[config.mk]
export PLATFORM = sky130hd
export DESIGN_NAME = branch_predict_unit
export DESIGN_NICKNAME = d
export VERILOG_FILES = /design/src/rtl/branch_predict_unit.sv
export SDC_FILE = /design/constraint.sdc
export NUM_CORES = 2
export LEC_CHECK = 0
export CAP_MARGIN = 30
export CORE_UTILIZATION = 40
export CTS_BUF_LIST = sky130_fd_sc_hd__clkbuf_4
export DETAILED_ROUTE_END_ITERATION = 12
export HOLD_SLACK_MARGIN = 0.1
export PLACE_DENSITY = 0.52
export SLEW_MARGIN = 20
export SYNTH_ARGS = -nofsm -noshare
export SYNTH_HDL_FRONTEND = slang
export SYNTH_SLANG_ARGS = --single-unit
export TNS_END_PERCENT = 50
[constraint.sdc]
create_clock -name clk -period 4.4 [get_ports clk]
set_input_delay 0.66 -clock clk [delete_from_list [all_inputs] [get_ports clk]]
set_output_delay 0.66 -clock clk [all_outputs]
set_load 0.05 [all_outputs]
[src/rtl/branch_predict_unit.sv]
// Fetch-time branch prediction (2-bit BHT + direct-mapped BTB) with execute-stage
// resolution, a registered one-cycle redirect on mispredict, and a saturating mispredict count.
module branch_predict_unit #(
    parameter int MXLEN     = 32,
    parameter int BHT_IDX_W = 6,
    parameter int CNT_W     = 16
) (
    input  logic             clk,
    input  logic             rst_n,
    input  logic [MXLEN-1:0] f_pc,
    output logic             f_pred_taken,
    output logic [MXLEN-1:0] f_pred_target,
    input  logic             ex_valid,
    input  logic [2:0]       ex_funct3,
    input  logic [1:0]       ex_cmp,
    input  logic [MXLEN-1:0] ex_pc,
    input  logic [MXLEN-1:0] ex_target,
    input  logic [MXLEN-1:0] ex_incpc,
    input  logic             ex_pred_taken,
    input  logic [MXLEN-1:0] ex_pred_target,
    output logic             redirect_valid,
    output logic [MXLEN-1:0] redirect_pc,
    output logic [CNT_W-1:0] mispredict_cnt
);

    localparam int DEPTH = 2 ** BHT_IDX_W;
    localparam int TAG_W = MXLEN - BHT_IDX_W - 2;

    logic [1:0]           bht_r        [DEPTH];
    logic [DEPTH-1:0]     btb_valid_r;
    logic [TAG_W-1:0]     btb_tag_r    [DEPTH];
    logic [MXLEN-1:0]     btb_target_r [DEPTH];

    logic                 redirect_valid_r;
    logic [MXLEN-1:0]     redirect_pc_r;
    logic [CNT_W-1:0]     mispredict_cnt_r;

    logic [BHT_IDX_W-1:0] f_idx_s;
    logic [TAG_W-1:0]     f_tag_s;
    logic [BHT_IDX_W-1:0] ex_idx_s;
    logic [TAG_W-1:0]     ex_tag_s;
    logic                 is_branch_s;
    logic                 accept_s;
    logic                 taken_s;
    logic                 mispredict_s;
    logic                 unused_s;

    // GT and the reserved compare code 11 both count as "not LT and not EQ".
    function automatic logic branch_taken(input logic [2:0] funct3, input logic [1:0] cmp);
        logic eq;
        logic lt;
        eq = (cmp == 2'b00);
        lt = (cmp == 2'b01);
        case (funct3)
            3'b000:          return eq;
            3'b001:          return !eq;
            3'b100, 3'b110:  return lt;
            3'b101, 3'b111:  return !lt;
            default:         return 1'b0;
        endcase
    endfunction

    assign f_idx_s  = f_pc[BHT_IDX_W+1:2];
    assign f_tag_s  = f_pc[MXLEN-1:BHT_IDX_W+2];
    assign ex_idx_s = ex_pc[BHT_IDX_W+1:2];
    assign ex_tag_s = ex_pc[MXLEN-1:BHT_IDX_W+2];
    assign unused_s = ^{f_pc[1:0], ex_pc[1:0]};

    // Resolution decode; anything arriving during a redirect pulse is wrong-path.
    always_comb begin
        is_branch_s  = (ex_funct3[2:1] != 2'b01);
        accept_s     = ex_valid && !redirect_valid_r && is_branch_s;
        taken_s      = branch_taken(ex_funct3, ex_cmp);
        mispredict_s = (taken_s != ex_pred_taken) ||
                       (taken_s && (ex_target != ex_pred_target));
    end

    // Fetch lookup reads current table contents (updates land at the clock edge).
    always_comb begin
        f_pred_taken  = 1'b0;
        f_pred_target = {MXLEN{1'b0}};
        if (bht_r[f_idx_s][1] && btb_valid_r[f_idx_s] && (btb_tag_r[f_idx_s] == f_tag_s)) begin
            f_pred_taken  = 1'b1;
            f_pred_target = btb_target_r[f_idx_s];
        end else begin
            f_pred_taken  = 1'b0;
            f_pred_target = {MXLEN{1'b0}};
        end
    end

    // Redirect pulse, redirect address and saturating mispredict counter.
    always_ff @(posedge clk or negedge rst_n) begin
        if (!rst_n) begin
            redirect_valid_r <= 1'b0;
            redirect_pc_r    <= {MXLEN{1'b0}};
            mispredict_cnt_r <= {CNT_W{1'b0}};
        end else begin
            redirect_valid_r <= accept_s && mispredict_s;
            if (accept_s && mispredict_s) begin
                redirect_pc_r <= taken_s ? ex_target : ex_incpc;
                if (mispredict_cnt_r != {CNT_W{1'b1}}) begin
                    mispredict_cnt_r <= mispredict_cnt_r + {{(CNT_W-1){1'b0}}, 1'b1};
                end
            end
        end
    end

    // BHT 2-bit saturating counters, reset to weakly not-taken.
    always_ff @(posedge clk or negedge rst_n) begin
        if (!rst_n) begin
            for (int i = 0; i < DEPTH; i++) begin
                bht_r[i] <= 2'b01;
            end
        end else if (accept_s) begin
            if (taken_s && (bht_r[ex_idx_s] != 2'b11)) begin
                bht_r[ex_idx_s] <= bht_r[ex_idx_s] + 2'b01;
            end else if (!taken_s && (bht_r[ex_idx_s] != 2'b00)) begin
                bht_r[ex_idx_s] <= bht_r[ex_idx_s] - 2'b01;
            end
        end
    end

    // BTB valid bits; only taken branches allocate.
    always_ff @(posedge clk or negedge rst_n) begin
        if (!rst_n) begin
            btb_valid_r <= {DEPTH{1'b0}};
        end else if (accept_s && taken_s) begin
            btb_valid_r[ex_idx_s] <= 1'b1;
        end
    end

    // BTB tag/target payload; qualified by the valid bits so it needs no reset.
    always_ff @(posedge clk) begin
        if (accept_s && taken_s) begin
            btb_tag_r[ex_idx_s]    <= ex_tag_s;
            btb_target_r[ex_idx_s] <= ex_target;
        end
    end

    assign redirect_valid = redirect_valid_r;
    assign redirect_pc    = redirect_pc_r;
    assign mispredict_cnt = mispredict_cnt_r;

endmodule

After elaboration in Yosys (flattened, before gate mapping)
Memory sizes are Yosys's and may differ from the RTL's.
Index checks and enable logic that the tools add are counted.
Widths: inputs -> output; s select.
{ "totals": {"ramBits": 3584, "input_bits": 169, "memories": 2, "regBits": 241, "wordCells": 140, "output_inout_bits": 82} }
{ "memory_table": {"columns": ["name", "words", "word_bits", "rd", "rd_clocked_by_memory_dff", "write_ports", "line_no", "source"], "rows": [
  ["btb_target_r", 64, 32, 1, 0, 1, "32", "logic [MXLEN-1:0] btb_target_r [DEPTH];"],
  ["btb_tag_r", 64, 24, 1, 0, 1, "31", "logic [TAG_W-1:0] btb_tag_r [DEPTH];"]
]} }
{ "op_classes": {"reduce_logical": 24, "n_mux": 22, "n_bitwise": 3, "n_addsub": 3, "magnitude_cmp": 6, "eq_ne": 12} }
{ "ops": {"columns": ["op", "count"], "rows": [
  ["$bwmux 128", 2],
  ["$mux 128", 2],
  ["$mux 32", 2],
  ["$or 64x64->64", 1],
  ["$ne 32x32->1", 1],
  ["$bmux 2 s6", 2],
  ["$eq 24x24->1", 1],
  ["$add 16x1->16 const B", 1],
  ["$ne 16x16->1 const B", 1],
  ["$ge 7x7->1 const B", 2],
  ["$lt 6x7->1 const B", 2],
  ["$not 6->7", 2],
  ["$demux 2 s6", 1],
  ["$eq 3x3->1 const B", 4],
  ["$logic_and 1x1->1", 11],
  ["$mux 2", 5],
  ["$lt 7x1->1 const B", 1],
  ["$bmux 1 s6", 1],
  ["$demux 1 s6", 1],
  ["$ge 6x1->1 const B", 1],
  ["$mux 1", 5],
  ["$logic_not 1->1", 4],
  ["$pmux 1 s4", 1],
  ["$reduce_and 2->1", 2],
  ["other kinds (12)", 14]
]} }

Logic depth before layout (Yosys ltp)
{ "logic_depth": {"ltp_word": 8, "mapped_depth": 18, "ltp_nobuf": 14} }

Least setup slack after synthesis
OpenSTA, ideal clock, no wires.
{ "synth_timing": {"path_type": "in2reg", "startpoint": "in ex_pc[3]", "endpoint": "mem btb_tag_r[10][0] (netlist bit) (enable)", "required_time_ps": 3929, "slack_ps": -451, "arrival_ps": 4380, "stages": 5, "cell_sequence": "clkbuf_1 nor3b_1 clkbuf_1 nand2_1 nor2_1"} }
{ "synth_lines": {"columns": ["item", "line_no", "source"], "rows": [
  ["start, declared", "16", "input logic [MXLEN-1:0] ex_pc,"],
  ["end, declared", "31", null]
]} }
No word-level cell before the write port.

Final worst setup path
{ "layout_timing": {"startpoint": "mem btb_tag_r[36][3] (netlist bit)", "endpoint": "out f_pred_target[9]"} }
{ "layout_between": {"elab_chain_cells": 4} }
{ "layout_lines": {"columns": ["item", "line_no", "source"], "rows": [
  ["$mem_v2 64x24", null, null],
  ["$eq 24x24->1", "82", "if (bht_r[f_idx_s][1] && btb_valid_r[f_idx_s] && (btb_tag_r[f_idx_s] == f_tag_s)) begin"],
  ["$logic_and 1x1->1", "82", null],
  ["$mux 32", "82", null],
  ["end, declared", "12", "output logic [MXLEN-1:0] f_pred_target,"]
]} }
Every way passes these cells.

==> summary.txt <==
Status
  – Status: complete, but fails checks
  – Failing checks: setup timing

Clocking
  – CTS root buffer: clkbuf_4
  – Clock Path Buffers: 4
  – Worst-path clk slew: 0.07 ns
  – CTS tree: yes
  – H-Tree Level Count: 6
  – Clock insertion delay at the later pin of the skew report: 1.73 ns
  – CTS Sinks: 3,825
  – CTS Buf Count: 963

Setup path
  – Startpoint types: register
  – Slowest cell on the critical path: mux4_2
  – Reg2Reg Depth: 10
  – CP Max Fanout: 17
  – WP data required: 3.74 ns
  – Slowest cell delay on critical path: 0.45 ns
  – Crit-path cells: mux4_2 -> a32o_1 -> a221oi_1 -> a31oi_1 -> buf_4 -> a21oi_1 -> buf_4 -> xnor2_1 -> nor3_2 -> and4_4 -> buf_12 -> buf_16 -> and4_1 -> buf_12
  – Worst EP arrival: 5.15 ns
  – CP bufs+invs: 5
  – CP endpoint kind: primary output
  – CP top delay family: buffers and inverters
  – Number of cells on the critical path: 14
  – CP Class: reg -> out

Pwr
  – Sequential fraction of design power: 53.0%
  – Clock power share: 39.7%
  – P per Cell Area: 422 nW/um2
  – VDD IR-drop max: 284 uV
  – Power Internal: 0.0580 W
  – Sw power: 0.0181 W
  – Pleak: 60.3 nW
  – Comb power frac: 7.3%
  – Sw frac: 23.8%

Place
  – DP Wirelength: 297 mm
  – Pre-CTS setup slack: -0.864 ns
  – IO Port Bufs: 246
  – Gp weighted congestion: 0.840

Detailed routing
  – WL per Instance: 34.6 um
  – Via Count: 82,800
  – Starting DRT DRC Count: 10,100
  – Met3 routed WL: 36.4 mm
  – Post-Route WL: 498 mm
  – DR pass1 iterations: 6
  – DRT met1 WL: 205 mm
  – Post-route ant nets: 0
  – Via density per instance: 5.75
  – DR WL met2: 239 mm
  – DRC Markers: 0
  – Uppermost layer routed: met5

Hold path
  – Min-Delay Path Class: in -> reg
  – WHS Path Cells: 2

Yosys
  – Asr flop ratio synth: 6.30%
  – Synth unique cells: 72
  – Syn nets: 6,912
  – Mapped Area: 148,000 um2
  – Post-synth EDFFs: 3,584
  – Sequential-to-total area share from yosys stat: 76.7%
  – Largest cells by area after synthesis: edfxtp_1 73%, mux4_2 15%, dfrtp_1 3.0%, mux2i_1 1.2%, dfstp_2 1.1%
  – Cell taking the most area after synthesis: edfxtp_1
  – Yosys top cell area share: 72.6%
  – Cells after Synth: 6,740
  – Avg Synthesized Cell Area: 22.0 um2
  – Total of warnings raised by yosys: 0
  – Top_reg_cell synth: edfxtp_1
  – FF+latch count, synth: 3,825

Timing
  – Minimum clock period: 5.81 ns
  – Setup violators final: 33
  – Setup ws final: -1.41 ns
  – Final worst path period share: 132%
  – Setup_tns: -45.48 ns
  – Worst slew pin tran: 1.04 ns
  – Slew headroom: 30.6%
  – Final hold viol count: 0
  – Final Skew: 0.0898 ns
  – Final Slew Violations: 0
  – Max Fclk: 172 MHz
  – RSZ-0062 raised after global routing: yes

Floorplanning
  – I/O pin total: 251
  – Die ar.: 373,000 um2
  – # rows: 223
  – Die H: 611 um
  – Chip Width: 611 um
  – Core area: 369,000 um2
  – Initial Util: 40.2%

Global routing
  – Global-route wire length before repair: 681 mm
  – Gr ovfl total: 0
  – Initial antenna violation count: 31
  – Pin count of the biggest net entering global routing: 103
  – Tot GR Track Use: 26.5%
  – Vias in the first global route: 85,400

Final layout
  – Fillers: 30,600
  – Layout cells sized above 1: 40.6%
  – Final #Nets: 8,840
  – Synth-to-Final Area Change: 21.8%

Flow run
  – Max Cap Violations: 0
==> layout by cell type, fill, tap and decap left out, types with 12 or more instances in the layout <==
cell type,count
diode_2,40
nor2_4,65
buf_2,53
buf_4,580
nor2_1,58
nand3_1,35
mux2i_1,172
and4_4,25
dfstp_2,64
o211ai_1,23
clkinv_1,203
and2_1,20
or2_2,69
o22ai_1,73
mux4_2,1006
clkinv_2,23
nand2_1,313
xnor2_1,32
nor3_1,19
mux2_2,87
a21oi_1,54
buf_12,295
xor2_1,35
inv_6,12
dlygate4sd3_1,222
a22oi_1,100
nor4_1,23
edfxtp_1,3584
dfrtp_1,176
nand4_1,14
clkdlybuf4s50_1,150
clkbuf_4,1442
o21ai_0,128
o21ai_1,16
buf_16,13
nor2b_1,13
==> registers in the layout, indices dropped and copies added, names as in the netlist, named ones only <==
| name | cells |
|---|---|
| bht_r | 64 |
| btb_tag_r | 1536 |
| btb_target_r | 2048 |
| btb_valid_r | 64 |
| mispredict_cnt | 16 |
| redirect_pc | 32 |
| redirect_valid | 1 |
==> per-layer routing <==
metal / vias to the layer above / global-route usage, %
met5: - / 0
met4: 10 / 9.48
met3: 738 / 4.59
met2: 3929 / 42.5
met1: 45100 / 36.6
li1: 33000 / -
==> stage by stage <==
step / utilization, % / area (um2) / hold slack (ns) / total power (W) / std cells
floorplan: - / 148000 / 0.364 / 0.0437 / 6740
global placement: 44.7 / 165000 / 0.450 / 0.0463 / 12400
detailed placement: 44.8 / 165000 / 0.453 / 0.0464 / 12400
CTS: 48.8 / 180000 / 0.106 / 0.0768 / 14300
global route: 48.9 / 181000 / 0.154 / 0.0788 / 14400
finish: 49.0 / 181000 / 0.164 / 0.0762 / 14400
==> worst paths after layout <==
kind,to,slack [ns],start
worst max-delay path,f_pred_target[9],-1.41,btb_tag_r[36][3]
worst min-delay path,btb_tag_r[14][5],0.16,ex_pc[13]
worst max register to register,redirect_pc[30],1.26,redirect_valid
worst min register to register,btb_valid_r[43],0.47,btb_valid_r[43]
max in group asynchronous,btb_valid_r[11],3.07,rst_n
min in group asynchronous,mispredict_cnt[14],0.81,rst_n
==> what timing repair did <==
action                                   CTS  global route
buffers inserted                           3             3
endpoints found under the hold margin   3939           165
pin swaps                                  6            15
gates cloned                               3             2
gates resized for setup                   37            14
hold buffers                             211            13
endpoints found under the setup margin    33            36
==> power by group through the flow <==
| stage | Combinational [W] | Clock [W] | Sequential, W |
|---|---|---|---|
| after floorplan | 0.00232 | 0 | 0.0414 |
| after global placement | 0.00517 | 0 | 0.0411 |
| after detailed placement | 0.00525 | 0 | 0.0411 |
| after CTS | 0.00553 | 0.0309 | 0.0404 |
| after global routing | 0.00585 | 0.0326 | 0.0404 |
| final | 0.00557 | 0.0303 | 0.0404 |
==> final cells by class <==
class | count | area (um2) | share of cell area (%)
diodes | 40 | 100 | 0.0554
clock buffers | 1442 | 10800 | 5.99
clock inverters | 277 | 1540 | 0.851
inverters | 10 | 40.0 | 0.0222
multi-input cells | 2545 | 33400 | 18.5
flip-flops and latches | 3825 | 114000 | 63.0
well taps | 4950 | 6190 | 3.43
repair buffers | 1323 | 14800 | 8.17
==> logic make-up after synthesis <==
kind of cell / Yosys count / share of synthesized area (%)
flip-flops: 3825 / 76.7
multiplexers: 1267 / 17.1
AND/OR/NAND/NOR: 712 / 2.31
AO/OA/AOI/OAI: 493 / 2.16
buffers and inverters: 370 / 1.29
XOR/XNOR: 70 / 0.413
adder cells (fa/ha/maj): 3 / 0.0253
==> synthesized netlist by cell type (all sizes together) (9+ instances only) <==
cell type / number
a211oi: 13
a21oi: 56
a22oi: 100
a31oi: 11
and2: 20
and3: 9
and4: 35
buf: 226
clkbuf: 134
dfrtp: 177
dfstp: 64
edfxtp: 3584
inv: 9
mux2: 87
mux2i: 174
mux4: 1006
nand2: 314
nand2b: 10
nand3: 35
nand4: 14
nor2: 124
nor2b: 16
nor3: 21
nor4: 30
o211ai: 23
o21ai: 144
o22ai: 74
or2: 69
xnor2: 35
xor2: 35
Note: power is estimated with default switching activity, not from simulation.
